**src/rtl/fetch_queue_pkg.sv**
```systemverilog
// Shared core definitions used by the fetch queue: the NOP encoding and the
// (pc, instr) entry layout stored in the fetch FIFO.
package fetch_queue_pkg;

    localparam logic [31:0] NOP_INSTR = 32'h00000013;

    typedef struct packed {
        logic [31:0] pc;
        logic [31:0] instr;
    } fetch_entry_t;

endpackage

```
**src/rtl/fetch_fifo.sv**
```systemverilog
// Small power-of-two FIFO of fetch entries with a synchronous flush.
// The head is read straight from storage; callers mux it when count is zero.
module fetch_fifo
    import fetch_queue_pkg::*;
#(
    parameter int DEPTH = 2,
    localparam int PW = $clog2(DEPTH),
    localparam int CW = $clog2(DEPTH) + 1
) (
    input  logic          clk,
    input  logic          reset_n,
    input  logic          push,
    input  logic          pop,
    input  logic          flush,
    input  fetch_entry_t  entry,
    output fetch_entry_t  head,
    output logic [CW-1:0] count
);

    fetch_entry_t mem [DEPTH];
    logic [PW-1:0] wr_ptr;
    logic [PW-1:0] rd_ptr;

    always_ff @(posedge clk or negedge reset_n) begin
        if (!reset_n) begin
            wr_ptr <= '0;
            rd_ptr <= '0;
            count  <= '0;
        end else if (flush) begin
            wr_ptr <= '0;
            rd_ptr <= '0;
            count  <= '0;
        end else begin
            if (push) wr_ptr <= wr_ptr + 1'b1;
            if (pop)  rd_ptr <= rd_ptr + 1'b1;
            case ({push, pop})
                2'b10:   count <= count + 1'b1;
                2'b01:   count <= count - 1'b1;
                default: count <= count;
            endcase
        end
    end

    // Storage needs no reset: the head is only observed while count is non-zero.
    always_ff @(posedge clk) begin
        if (push && !flush) mem[wr_ptr] <= entry;
    end

    assign head = mem[rd_ptr];

endmodule

```
**src/rtl/fetch_queue.sv**
```systemverilog
// Fetch-to-decode queue: tracks the in-flight ROM request, buffers returned
// (pc, instr) pairs, flushes on jump and back-pressures fetch by credit.
module fetch_queue
    import fetch_queue_pkg::*;
#(
    parameter int DEPTH = 2
) (
    input  logic        clk,
    input  logic        reset_n,
    input  logic [31:0] i_addr,
    input  logic [31:0] i_data,
    input  logic        jump,
    output logic        fetch_hold,
    output logic        id_valid,
    output logic [31:0] id_instr,
    output logic [31:0] id_pc,
    input  logic        id_ready
);

    localparam int CW = $clog2(DEPTH) + 1;

    logic          inflight_v;
    logic [31:0]   inflight_pc;
    logic [CW-1:0] count;
    logic [CW-1:0] occupancy;
    logic          push;
    logic          pop;
    fetch_entry_t  entry;
    fetch_entry_t  head;

    // Decode handshake: the head transfers on any cycle with id_valid && id_ready;
    // id_valid never depends on id_ready, and a jump cancels the transfer.
    assign id_valid = (count != '0);
    assign id_pc    = id_valid ? head.pc    : 32'd0;
    assign id_instr = id_valid ? head.instr : NOP_INSTR;

    assign pop   = id_valid && id_ready && !jump;
    assign push  = inflight_v && !jump;
    assign entry = '{pc: inflight_pc, instr: i_data};

    // Credit counts the in-flight request so a returning word always has a slot.
    assign occupancy  = count + CW'(inflight_v);
    assign fetch_hold = (occupancy == CW'(DEPTH)) && !(id_valid && id_ready) && !jump;

    always_ff @(posedge clk or negedge reset_n) begin
        if (!reset_n) begin
            inflight_v  <= 1'b0;
            inflight_pc <= 32'd0;
        end else begin
            inflight_v  <= !fetch_hold;
            inflight_pc <= i_addr;
        end
    end

    fetch_fifo #(.DEPTH(DEPTH)) u_fifo (
        .clk     (clk),
        .reset_n (reset_n),
        .push    (push),
        .pop     (pop),
        .flush   (jump),
        .entry   (entry),
        .head    (head),
        .count   (count)
    );

endmodule

```
**config.mk**
```make
export PLATFORM = sky130hd
export DESIGN_NAME = fetch_queue
export DESIGN_NICKNAME = d
export VERILOG_FILES = /design/src/rtl/fetch_queue_pkg.sv /design/src/rtl/fetch_fifo.sv /design/src/rtl/fetch_queue.sv
export SDC_FILE = /design/constraint.sdc
export NUM_CORES = 1
export LEC_CHECK = 0
export CAP_MARGIN = 10
export CORE_MARGIN = 2
export CORE_UTILIZATION = 32
export CTS_BUF_LIST = sky130_fd_sc_hd__clkbuf_4 sky130_fd_sc_hd__clkbuf_8
export CTS_CLUSTER_SIZE = 28
export DETAILED_ROUTE_END_ITERATION = 8
export PLACE_DENSITY = 0.58
export SLEW_MARGIN = 20
export SYNTH_ARGS = -nofsm -noshare
export SYNTH_HDL_FRONTEND = slang
export SYNTH_SLANG_ARGS = --single-unit
```
**constraint.sdc**
```tcl
create_clock -name clk -period 6.4 [get_ports clk]
set_input_delay 1.6 -clock clk [delete_from_list [all_inputs] [get_ports clk]]
set_output_delay 1.6 -clock clk [all_outputs]
set_load 0.01 [all_outputs]
```
## Yosys cells after proc, flatten, opt, wreduce, memory -nomap -nowiden

Memories as Yosys holds them, arrays and structs flattened.
Index checks and enable logic that the tools add are counted.

- Bits in registers: 37
- Input port bits: 68
- Bits in writable memories: 128
- Bits in latches: 0
- Memories kept: 1
- Bits in read-only memories: 0
- Logic and storage cells: 37

- Reductions and logical operators: 13
- Mux-type cells: 10
- Add/sub/neg operators: 5
- Shift-type cells: 0
- Equality and inequality tests: 3
- Div/mod/pow operators: 0
- $mul: 0
- Bitwise gates (word level): 0
- $lt $le $gt $ge: 0

Memories:

| name | depth | bits a word | rd ports | clocked after memory_dff | write ports | line | text |
|---|---|---|---|---|---|---|---|
| u_fifo.mem | 2 | 64 | 1 | 0 | 1 | fetch_fifo.sv:20 | `fetch_entry_t mem [DEPTH];` |

Operators by type and width:

| kind | count |
|---|---|
| $mux W32 | 2 |
| $logic_and A1 B1 Y1 | 6 |
| $mux W1 | 6 |
| $reduce_bool A2 Y1 | 3 |
| $eq A2 B2 Y1 const B | 2 |
| $pmux W2 S2 | 1 |
| $logic_not A1 Y1 | 3 |
| $reduce_bool A3 Y1 | 1 |
| $add A1 B1 Y1 const B | 2 |
| $add A2 B1 Y2 | 1 |
| $add A2 B1 Y2 const B | 1 |
| $eq A2 B1 Y1 const B | 1 |
| $mux W2 | 1 |
| $sub A2 B1 Y2 const B | 1 |

## Longest topological paths before layout

Gate-level depths: netlist (run 1).

- Word-level depth: 6
- Gate-level depth with buffers: 4

## Cells and area by module

A second synthesis (run 1) with hierarchy kept.

- Cells, all modules: 332
- Area total of the unflattened synthesis: 6399.9 um^2

By module, submodules not included:

| module | area an instance (um^2) | cells an instance | seq. area each (um^2) | times used |
|---|---|---|---|---|
| fetch_fifo | 5028.6 | 218 | 3943.8 | 1 |
| fetch_queue | 1371.3 | 114 | 825.8 | 1 |

## Worst setup path after synthesis (run 1)

OpenSTA, ideal clock, no wires.

- Path type: in2reg
- Start: input port jump
- End: memory u_fifo.mem[0][0] (netlist bit), enable pin
- Buffers on the path: 0
- Library setup time: 486 ps
- Data arrival time: 4444 ps
- Stages: 2
- Slack: 1470 ps
- Path through: nand2b_1 nor2_1

- Cells in the longest elaborated chain, start to end: 5

RTL lines:

| what | line | text |
|---|---|---|
| from (decl) | fetch_queue.sv:12 | `input logic jump,` |
| $logic_not A1 Y1 (*) | fetch_fifo.sv:46, fetch_queue.sv:38 |  |
| $logic_and A1 B1 Y1 | fetch_queue.sv:38 | `assign push = inflight_v && !jump;` |
| $logic_and A1 B1 Y1 (*) | fetch_fifo.sv:46 | `if (push && !flush) mem[wr_ptr] <= entry;` |
| $mux W1 (*) | fetch_fifo.sv:46 |  |
| $mux W1 (implied by the code) (*) | fetch_fifo.sv:46 |  |
| to (decl) | fetch_fifo.sv:20 |  |

Mark *: on every way between the ends. The rest lies on a longest branch, timed or not.

## Worst setup path after layout (run 1)

- Start: input port id_ready
- End: output port fetch_hold

- Cells in the longest elaborated chain, start to end: 4

RTL lines:

| what | line | text |
|---|---|---|
| from (decl) | fetch_queue.sv:17 | `input logic id_ready` |
| $logic_and A1 B1 Y1 | fetch_queue.sv:43 | `assign fetch_hold = (occupancy == CW'(DEPTH)) && !(id_valid && id_ready) && !jump;` |
| $logic_not A1 Y1 | fetch_queue.sv:43 |  |
| $logic_and A1 B1 Y1 (2 in a row) | fetch_queue.sv:43 |  |
| to (decl) | fetch_queue.sv:13 | `output logic fetch_hold,` |

No other way between the ends.

==> flow_metrics.tcl, run 1 <==
set metrics [dict create \
    outcome "finished, violations left" \
    violations "DRC" \
    r2r_cells 3 \
    worst-path-max-fanout 4 \
    start_kind "input pin" \
    io_pins 134 \
    grt_pass1_wl_um 16900 \
    post-dp-hpwl_um 6790 \
    worstPathCellList "clkdlybuf4s50_1 > inv_1 > a22oi_1 > nor3_1 > clkdlybuf4s50_1" \
    rr_endpoint "u_fifo.mem[1][22]$_DFFE_PP_" \
    syn_area_um2 5930 \
    worst_hold_slack_ps 446 \
    core_um2 18100 \
    yosysSeqAreaShare_pct 80.5 \
    clock_skew_ps 8.30 \
    grt_max_degree 52 \
    row_count 49 \
    tritoncts "built" \
    clock-root-buffer "clkbuf_8" \
    rr_startpoint "inflight_v$_DFF_PN0_" \
    path_class "input pin to output port" \
    max_cap_violations 0 \
    synth_cell_types 23 \
    worst_path_most_repeated_cell "clkdlybuf4s50_1" \
    crit_path_max_incr_delay_ps 600 \
    final_antenna_net_count 0 \
    period_share_pct 73.2 \
    clockBufferDepth 2 \
    timing.final.crit_period_ps 4690 \
    syn-mean-instance-area_um2 17.8 \
    die_w_um 140 \
    power_mw 2.46 \
    wirelength_um 10700 \
    syn_inst 333 \
    num_antenna_cells 0 \
    slew_headroom_pct 36.3 \
    hold_class "flip-flop to flip-flop" \
    synthesis.nets 402 \
    yosysWarnings 0 \
    stdcell_count 717 \
    final_common_cell "clkdlybuf4s50_1" \
    antenna_found_initial 0 \
    cts_hold_buf 0 \
    ys_ff_latch 165 \
    drv_slew 0 \
    cts_sinks 165 \
    synth.area.top_cells "edfxtp_1, dfrtp_1, mux2i_1, nor2_1, buf_6" \
    detail_route.first_pass.iterations 6 \
    seq_area_um2 4770 \
    hold_viol 0 \
    power_density_nw_per_um2 311 \
    synth_top_area_share_pct 64.9 \
    post-place-cells 685 \
    max_slew.worst_pin.slew_ps 953 \
    cts_buffers 17 \
    multi_input_area_um2 1050 \
    fill_cells 1627 \
    wire_per_inst_um 15.0 \
    grt_pass1_vias 3283 \
    worstPathArrival_ps 3090 \
    end_kind "output port" \
    portBuffers 133 \
    dieArea_um2 19600 \
    vias 3144 \
    die_y_um 140 \
    hold_start "inflight_pc[23]$_DFF_PN0_" \
    clkLatencyLatePin_ps 430 \
    via_per_inst 4.38 \
    max_freq_mhz 213 \
    grt-ovfl-total 0 \
    wl_met2_um 5320 \
    crit_required_ps 4800 \
    syn_to_final_growth_pct 33.4 \
    whs_endpoint "u_fifo.mem[0][55]$_DFFE_PP_" \
    synth.largest_area_cell "edfxtp_1" \
    setup_viol 0 \
    drive_gt1_share_pct 8.40 \
    clk_pin_slew_ps 90 \
    grt_usage_pct 11.3 \
    wl_met3_um 674 \
    whs_path_depth 0 \
    drc 11 \
    tns_ps 0 \
    power_leakage_nw 2.75 \
    post_cts_buffers 0 \
    h-tree-depth 4 \
    layout_common_cells "clkdlybuf4s50_1, edfxtp_1, mux2i_1" \
    start_util_pct 32.8 \
    highest-signal-layer "met4" \
    slowest_stage "clkdlybuf4s50_1" \
    rsz0062_at_grt "false" \
    gp_congestion 0.669 \
    drt-met1-wl_um 4590 \
    max-vdd-ir-drop_uv 151 \
    ff2ff_setup_slack_ps 4110 \
    nets 544 \
    drt-initial-drc-count 125 \
    post_cts_resized 0 \
]
stage by stage:
step	util [%]	worst slack, ps	cell area (µm²)
final	43.7	1710	7910
after global routing	43.7	1630	7910
after CTS	43.7	1700	7910
after detailed placement	41.5	1700	7500
after global placement	41.3	1750	7470
after floorplan	-	1470	5930
how the worst max path moves through the flow:
stage                         from                         end  slack [ps]  cells past startpoint
final                     id_ready                  fetch_hold        1710                      5
after CTS                 id_ready                  fetch_hold        1700                      5
after detailed placement  id_ready                  fetch_hold        1700                      5
after floorplan               jump  u_fifo.mem[0][0]$_DFFE_PP_        1470                      2
after global routing      id_ready                  fetch_hold        1630                      5
after global placement    id_ready                  fetch_hold        1750                      5
power breakdown:
group	switching [mW]	internal, mW
combinational	0.198	0.214
clock	0.362	0.400
sequential	0.0366	1.25
cell type report:
cell class,count,area share (%)
flip-flops and latches,165,60.4
repair buffers,137,17.4
multi-input cells,150,13.2
well taps,229,3.62
clock buffers,20,3.24
clock inverters,12,1.95
inverters,4,0.190
registers in the layout, summed over array words and instances, names as in the netlist:
signal         flops
inflight_v         1
inflight_pc       32
u_fifo.wr_ptr      1
u_fifo.rd_ptr      1
u_fifo.count       2
u_fifo.mem       128
cell usage after synthesis:
library cell	count
nor2_4	1
buf_2	7
nor3_1	1
nand3b_1	1
dfrtp_1	37
inv_1	4
o21ai_0	3
nand2_1	3
ha_1	1
nand2b_1	1
a211oi_1	1
nor2_1	65
xnor2_1	1
or2_2	1
a41o_1	1
a21oi_1	1
xor2_1	2
buf_4	1
buf_6	6
edfxtp_1	128
a22oi_1	1
mux2i_1	65
or3_1	1
cell families (layout without fill, tap and decap cells):
family / after synthesis / count (layout) / synth area share, %
xor gates and xnor gates: 3 / 3 / 0.443
AOI/OAI and AO/OA: 7 / 7 / 0.760
muxes: 65 / 65 / 11.0
adders and majority gates: 1 / 1 / 0.211
buffers and inverters: 18 / 173 / 2.11
and+or+nand+nor: 74 / 74 / 5.02
DFF: 165 / 165 / 80.5
critical path: cells and delay by family:
kind                   cells  cell delay (ps)
buffers and inverters      3             1210
and+or+nand+nor            1              180
AOI/OAI and AO/OA          1              100
per-layer routing:
layer / vias up / GRT usage, %
li1: 1496 / -
met1: 1544 / 13.6
met2: 93 / 18.8
met3: 11 / 4.34
met4: 0 / 3.93
met5: - / 0
(Power assumes the default switching activity.)
==> run 2: changes to the inputs <==
PLACE_DENSITY = 0.6   (was 0.58)
clock period = 3.75 ns   (was 6.4 ns; I/O delays follow)
==> flow_metrics.tcl, run 2 (synthesis gave the netlist of run 1 again) <==
set metrics [dict create \
    core_um2 18100 \
    h-tree-depth 4 \
    layout_setup_ws_ps 431 \
    die_w_um 140 \
    grt-ovfl-total 0 \
    num_antenna_cells 0 \
    row_count 49 \
    post_cts_buffers 0 \
    p_clk_share_pct 29.7 \
    crit_required_ps 2810 \
    place_worst_setup_slack_ps 432 \
    tns_ps 0 \
    slew_headroom_pct 38.2 \
    outcome "finished, violations left" \
    clock-root-buffer "clkbuf_8" \
    portBuffers 133 \
    post-place-cells 691 \
    max_cap_violations 0 \
    clockBufferDepth 2 \
    drt-initial-drc-count 166 \
    max_slew.worst_pin.slew_ps 927 \
    setup_viol 0 \
    cts_sinks 165 \
    drc 11 \
    tritoncts "built" \
    clkLatencyLatePin_ps 460 \
    via_per_inst 4.37 \
    power_density_nw_per_um2 524 \
    io_pins 134 \
    wire_per_inst_um 15.6 \
    grt_max_degree 38 \
    worst-path-max-fanout 4 \
    detail_route.first_pass.iterations 7 \
    seqPwrFrac_pct 52.6 \
    hold_viol 0 \
    finalInstanceArea_um2 7940 \
    start_kind "input pin" \
    max_freq_mhz 301 \
    intPower_mw 3.14 \
    rr_endpoint "u_fifo.mem[0][57]$_DFFE_PP_" \
    end_kind "output port" \
    combPwrFrac_pct 17.7 \
    drv_slew 0 \
    max-vdd-ir-drop_uv 217 \
    stdcell_count 722 \
    start_util_pct 32.8 \
    dpl_cell_area_um2 7560 \
    rsz0062_at_grt "false" \
    dieArea_um2 19600 \
    vias 3157 \
    path_class "input pin to output port" \
    nets 550 \
    grt_pass1_wl_um 17800 \
    cts_buffers 17 \
    timing.final.crit_period_ps 3320 \
    r2r_cells 3 \
    wirelength_um 11200 \
    drive_gt1_share_pct 9.53 \
    post-dp-hpwl_um 7380 \
    worstPathArrival_ps 2380 \
    final_antenna_net_count 0 \
    die_y_um 140 \
    setup.worst_path.start "id_ready" \
    worst_hold_slack_ps 438 \
    antenna_found_initial 0 \
    rr_startpoint "inflight_v$_DFF_PN0_" \
    power_leakage_nw 2.78 \
    top_regs "u_fifo.mem (128), inflight_pc (32), u_fifo.count (2)" \
    post_cts_resized 0 \
    clk_pin_slew_ps 90 \
    hold_class "flip-flop to flip-flop" \
    endpoint "fetch_hold" \
    period_share_pct 88.5 \
    cts_hold_buf 0 \
    top_register "u_fifo.mem" \
    violations "DRC" \
    grt_pass1_vias 3462 \
    gp_congestion 0.670 \
    power_mw 4.16 \
    layout_common_cells "clkdlybuf4s50_1, edfxtp_1, mux2i_1" \
    final_common_cell "clkdlybuf4s50_1" \
    utilization_pct 43.9 \
    grt_usage_pct 12.0 \
    largest_register_ffs 128 \
    ff2ff_setup_slack_ps 2000 \
    clock_skew_ps 15.3 \
    syn_to_final_growth_pct 34.0 \
    p_sw_mw 1.02 \
    switching_share_pct 24.5 \
]
run 2: metal layers:
metal	global-route usage, %	share of wire [%]	vias to the layer above	routed length (µm)
li1	-	-	1503	-
met1	14.6	44	1550	4960
met2	19.5	49	96	5500
met3	4.27	5.7	8	640
met4	5.10	1.3	0	150
met5	0	0	-	0
run 2: cell type report:
class	count	area [µm²]
well taps	229	287
inverters	4	15.0
clock buffers	21	270
repair buffers	143	1440
clock inverters	10	110
fillers	1600	10100
multi-input cells	150	1050
flip-flops and latches	165	4770
run 2: how the worst min path moves through the flow:
| stage | startpoint | endpoint | slack, ps | cells past startpoint |
|---|---|---|---|---|
| after floorplan | inflight_pc[0]$_DFF_PN0_ | u_fifo.mem[0][32]$_DFFE_PP_ | 420 | 0 |
| after global placement | inflight_pc[13]$_DFF_PN0_ | u_fifo.mem[0][45]$_DFFE_PP_ | 420 | 0 |
| after detailed placement | inflight_pc[7]$_DFF_PN0_ | u_fifo.mem[1][39]$_DFFE_PP_ | 430 | 0 |
| after CTS | inflight_pc[12]$_DFF_PN0_ | u_fifo.mem[1][44]$_DFFE_PP_ | 440 | 0 |
| after global routing | inflight_pc[31]$_DFF_PN0_ | u_fifo.mem[0][63]$_DFFE_PP_ | 460 | 0 |
| final | inflight_pc[12]$_DFF_PN0_ | u_fifo.mem[1][44]$_DFFE_PP_ | 440 | 0 |
run 2: critical path, cell delays in order:
cell,delay [ps]
clkdlybuf4s50_1,450
inv_1,130
a22oi_1,90
nor3_1,160
clkdlybuf4s50_1,610
run 2: power groups by stage:
stage          Clock [mW]  Sequential (mW)  Combinational, mW
3_5_place_dp            0             2.23              0.749
2_1_floorplan           0             2.22              0.363
3_3_place_gp            0             2.22              0.745
5_1_grt              1.36             2.20              0.797
6_report             1.24             2.19              0.736
4_1_cts              1.28             2.19              0.753
==> variant: new RTL, settings of run 1 <==
`DEPTH` is set to 2 in 2 places; all go to 4.
--- a/src/rtl/fetch_fifo.sv
+++ b/src/rtl/fetch_fifo.sv
@@ -3,7 +3,7 @@
 module fetch_fifo
     import fetch_queue_pkg::*;
 #(
-    parameter int DEPTH = 2,
+    parameter int DEPTH = 4,
     localparam int PW = $clog2(DEPTH),
     localparam int CW = $clog2(DEPTH) + 1
 ) (
--- a/src/rtl/fetch_queue.sv
+++ b/src/rtl/fetch_queue.sv
@@ -3,7 +3,7 @@
 module fetch_queue
     import fetch_queue_pkg::*;
 #(
-    parameter int DEPTH = 2
+    parameter int DEPTH = 4
 ) (
     input  logic        clk,
     input  logic        reset_n,
Function: changed (Yosys sat finds a counterexample within 4 cycles, from zero or initial values and one cycle with reset_n low).
==> variant against run 1 <==
Sequential cell count rose by 131; area after synthesis rose by 86%; worst setup slack got worse by 0.74 ns; non-clock buffer count rose by 1; total power rose by 120%; hold slack improved by 0.041 ns; first-iteration DRC count rose by 85%; die area rose by 83%; utilization fell by 2.6 points; cell area rose by 75%; wire length rose by 99%; critical path depth fell by 1; critical endpoint is now id_pc[18].
==> variant: results (changes against run 1) <==
| Metric | Value |
|---|---|
| WP data arrival | 3.82 ns (+0.73 ns) |
| CTS Buf Count | 49 (+32) |
| Post-CTS sizing | 0 (unchanged) |
| Via count | 5208 (+66%) |
| Clock skew | 0.00977 ns (+0.00147 ns) |
| Setup TNS | 0 ns (unchanged) |
| Post-synthesis mux area share | 0.132 (+0.0221) |
| Peak supply drop | 0.000189 V (+25%) |
| Post-DP HPWL | 11.5 mm (+69%) |
| Fraction of layout cells with a size suffix above 1 | 0.230 (+0.146) |
| Fin crit period | 5.42 ns (+0.736 ns) |
| Crit path max-delay cell type | clkinv_2 |
| Biggest regs | u_fifo.mem x256, inflight_pc x32, u_fifo.count x3 |
| Maximum fanout along the worst path | 63 (+59) |
| Crit path max-delay family | buffers and inverters |
| Initial antenna violation count | 1 (+1) |
| Final nets | 735 (+35%) |
| Largest net degree at the start of global routing | 66 (+27%) |
| Synth Net Count | 568 (+41%) |
| Static Leak | 4.57 nW (+66%) |
| Pre-CTS WS | 1.65 ns (-0.0539 ns) |
| PortBufs | 133 (unchanged) |
| Crit Reg-Reg Endpoint | u_fifo.count[2] |
| Hold endpoint | u_fifo.mem[2][48] |
| H-tree lvl count | 2 (-2) |
| Clk Latency, worst-skew pair | 0.54 ns (+0.11 ns) |
| Worst-margin pin slew | 1.06 ns (+0.108 ns) |
| CTS root buf | clkbuf_8 |
| R2R setup slack | 3.46 ns (-0.65 ns) |
| Worst path max stage delay | 1.00 ns (+0.40 ns) |
| Vias in the first global route | 5972 (+82%) |
| Sequential share of the synthesized area | 0.789 (-0.0154) |
| HP Class | register to register |
| Clock transition at path regs | 0.06 ns (-0.03 ns) |
| Run status | completed |
| Distinct cells, synth | 30 (+30%) |
| Number of enable flip-flop cells after synthesis | 256 (+100%) |
| Diodes inserted | 0 (unchanged) |
| Max Buffers Root-to-Sink | 3 (+1) |
| Post-route non-filler standard cell count | 1148 (+60%) |
| Hold path start | inflight_pc[16] |
| Synthesized area per cell | 22.3 µm² (+25%) |
| Post-CTS setup buffer count | 0 (unchanged) |
| Synth warn | 0 (unchanged) |
| Most frequent cells after synthesis | 256 x edfxtp_1, 65 x and2_1, 64 x mux4_2 |
| Synth async-reset ratio | 0.135 (-0.0891) |
| Cells on worst reg2reg path | 4 (+1) |
| Synth Area in Compound Gates | 0.00637 (-0.00123) |
| XOR/XNOR share of the synthesized area | 0.00477 (+0.000341) |
| Pre-antenna DRT Iters | 7 (+1) |
| 1st-iter DRT viols | 231 (+85%) |
| Synth Area in Adders | 0.00864 (+0.00653) |
| Global-route wire length before repair | 33.6 mm (+98%) |
| Synth area leaders | edfxtp_1 70%, mux4_2 13%, dfrtp_1 9.1% |
| Routed length per instance | 18.6 µm (+24%) |
| Filler instances | 3048 (+87%) |
| Routability congestion estimate | 0.680 (+1.7%) |
| Gr usage total | 0.123 (+0.00925) |
| Reg2reg start | u_fifo.count[0] |
| Cells on Worst Hold Path | 0 (unchanged) |
==> variant: where the power goes <==
part	switching, mW	internal (mW)
sequential	0.0851	2.26
clock	0.705	0.908
combinational	0.653	0.823
==> variant: worst max-delay path by stage <==
stage / from / cells after the start / endpoint
after floorplan: jump / 3 / u_fifo.mem[0][0]
after global placement: jump / 5 / fetch_hold
after detailed placement: jump / 5 / fetch_hold
after CTS: u_fifo.count[0] / 4 / id_pc[18]
after global routing: u_fifo.count[0] / 4 / id_instr[15]
final: u_fifo.count[0] / 4 / id_pc[18]
==> variant: per-stage QoR <==
stage	instance area [µm²]	hold WS [ns]
floorplan	11000	0.455
global placement	12800	0.462
detailed placement	12800	0.477
CTS	13800	0.488
global route	13900	0.504
finish	13900	0.487
==> variant: per-layer routing <==
| metal | wire (µm) | up-vias | global-route usage | part of all wire |
|---|---|---|---|---|
| met2 | 10700 | 135 | 0.207 | 0.50 |
| met4 | 496 | 2 | 0.0397 | 0.023 |
| met3 | 1160 | 51 | 0.0317 | 0.054 |
| li1 | - | 2315 | - | - |
| met5 | 13 | - | 0 | 0.00061 |
| met1 | 9020 | 2705 | 0.155 | 0.42 |
==> variant: cell families after synthesis <==
family | Yosys count
multiplexers | 65
buffers and inverters | 26
XOR/XNOR | 6
AND/OR/NAND/NOR | 84
adder cells (fa/ha/maj) | 7
flip-flops | 296
AO/OA/AOI/OAI | 9
==> variant: area by class of cell <==
type,count,area (µm²),share of cell area
Sequential cell,296,8700,0.627
Tap cell,448,561,0.0404
Clock buffer,71,865,0.0624
Inverter,4,16.3,0.00117
Clock inverter,20,116,0.00839
Timing Repair Buffer,138,1430,0.103
Multi-Input combinational cell,171,2180,0.157
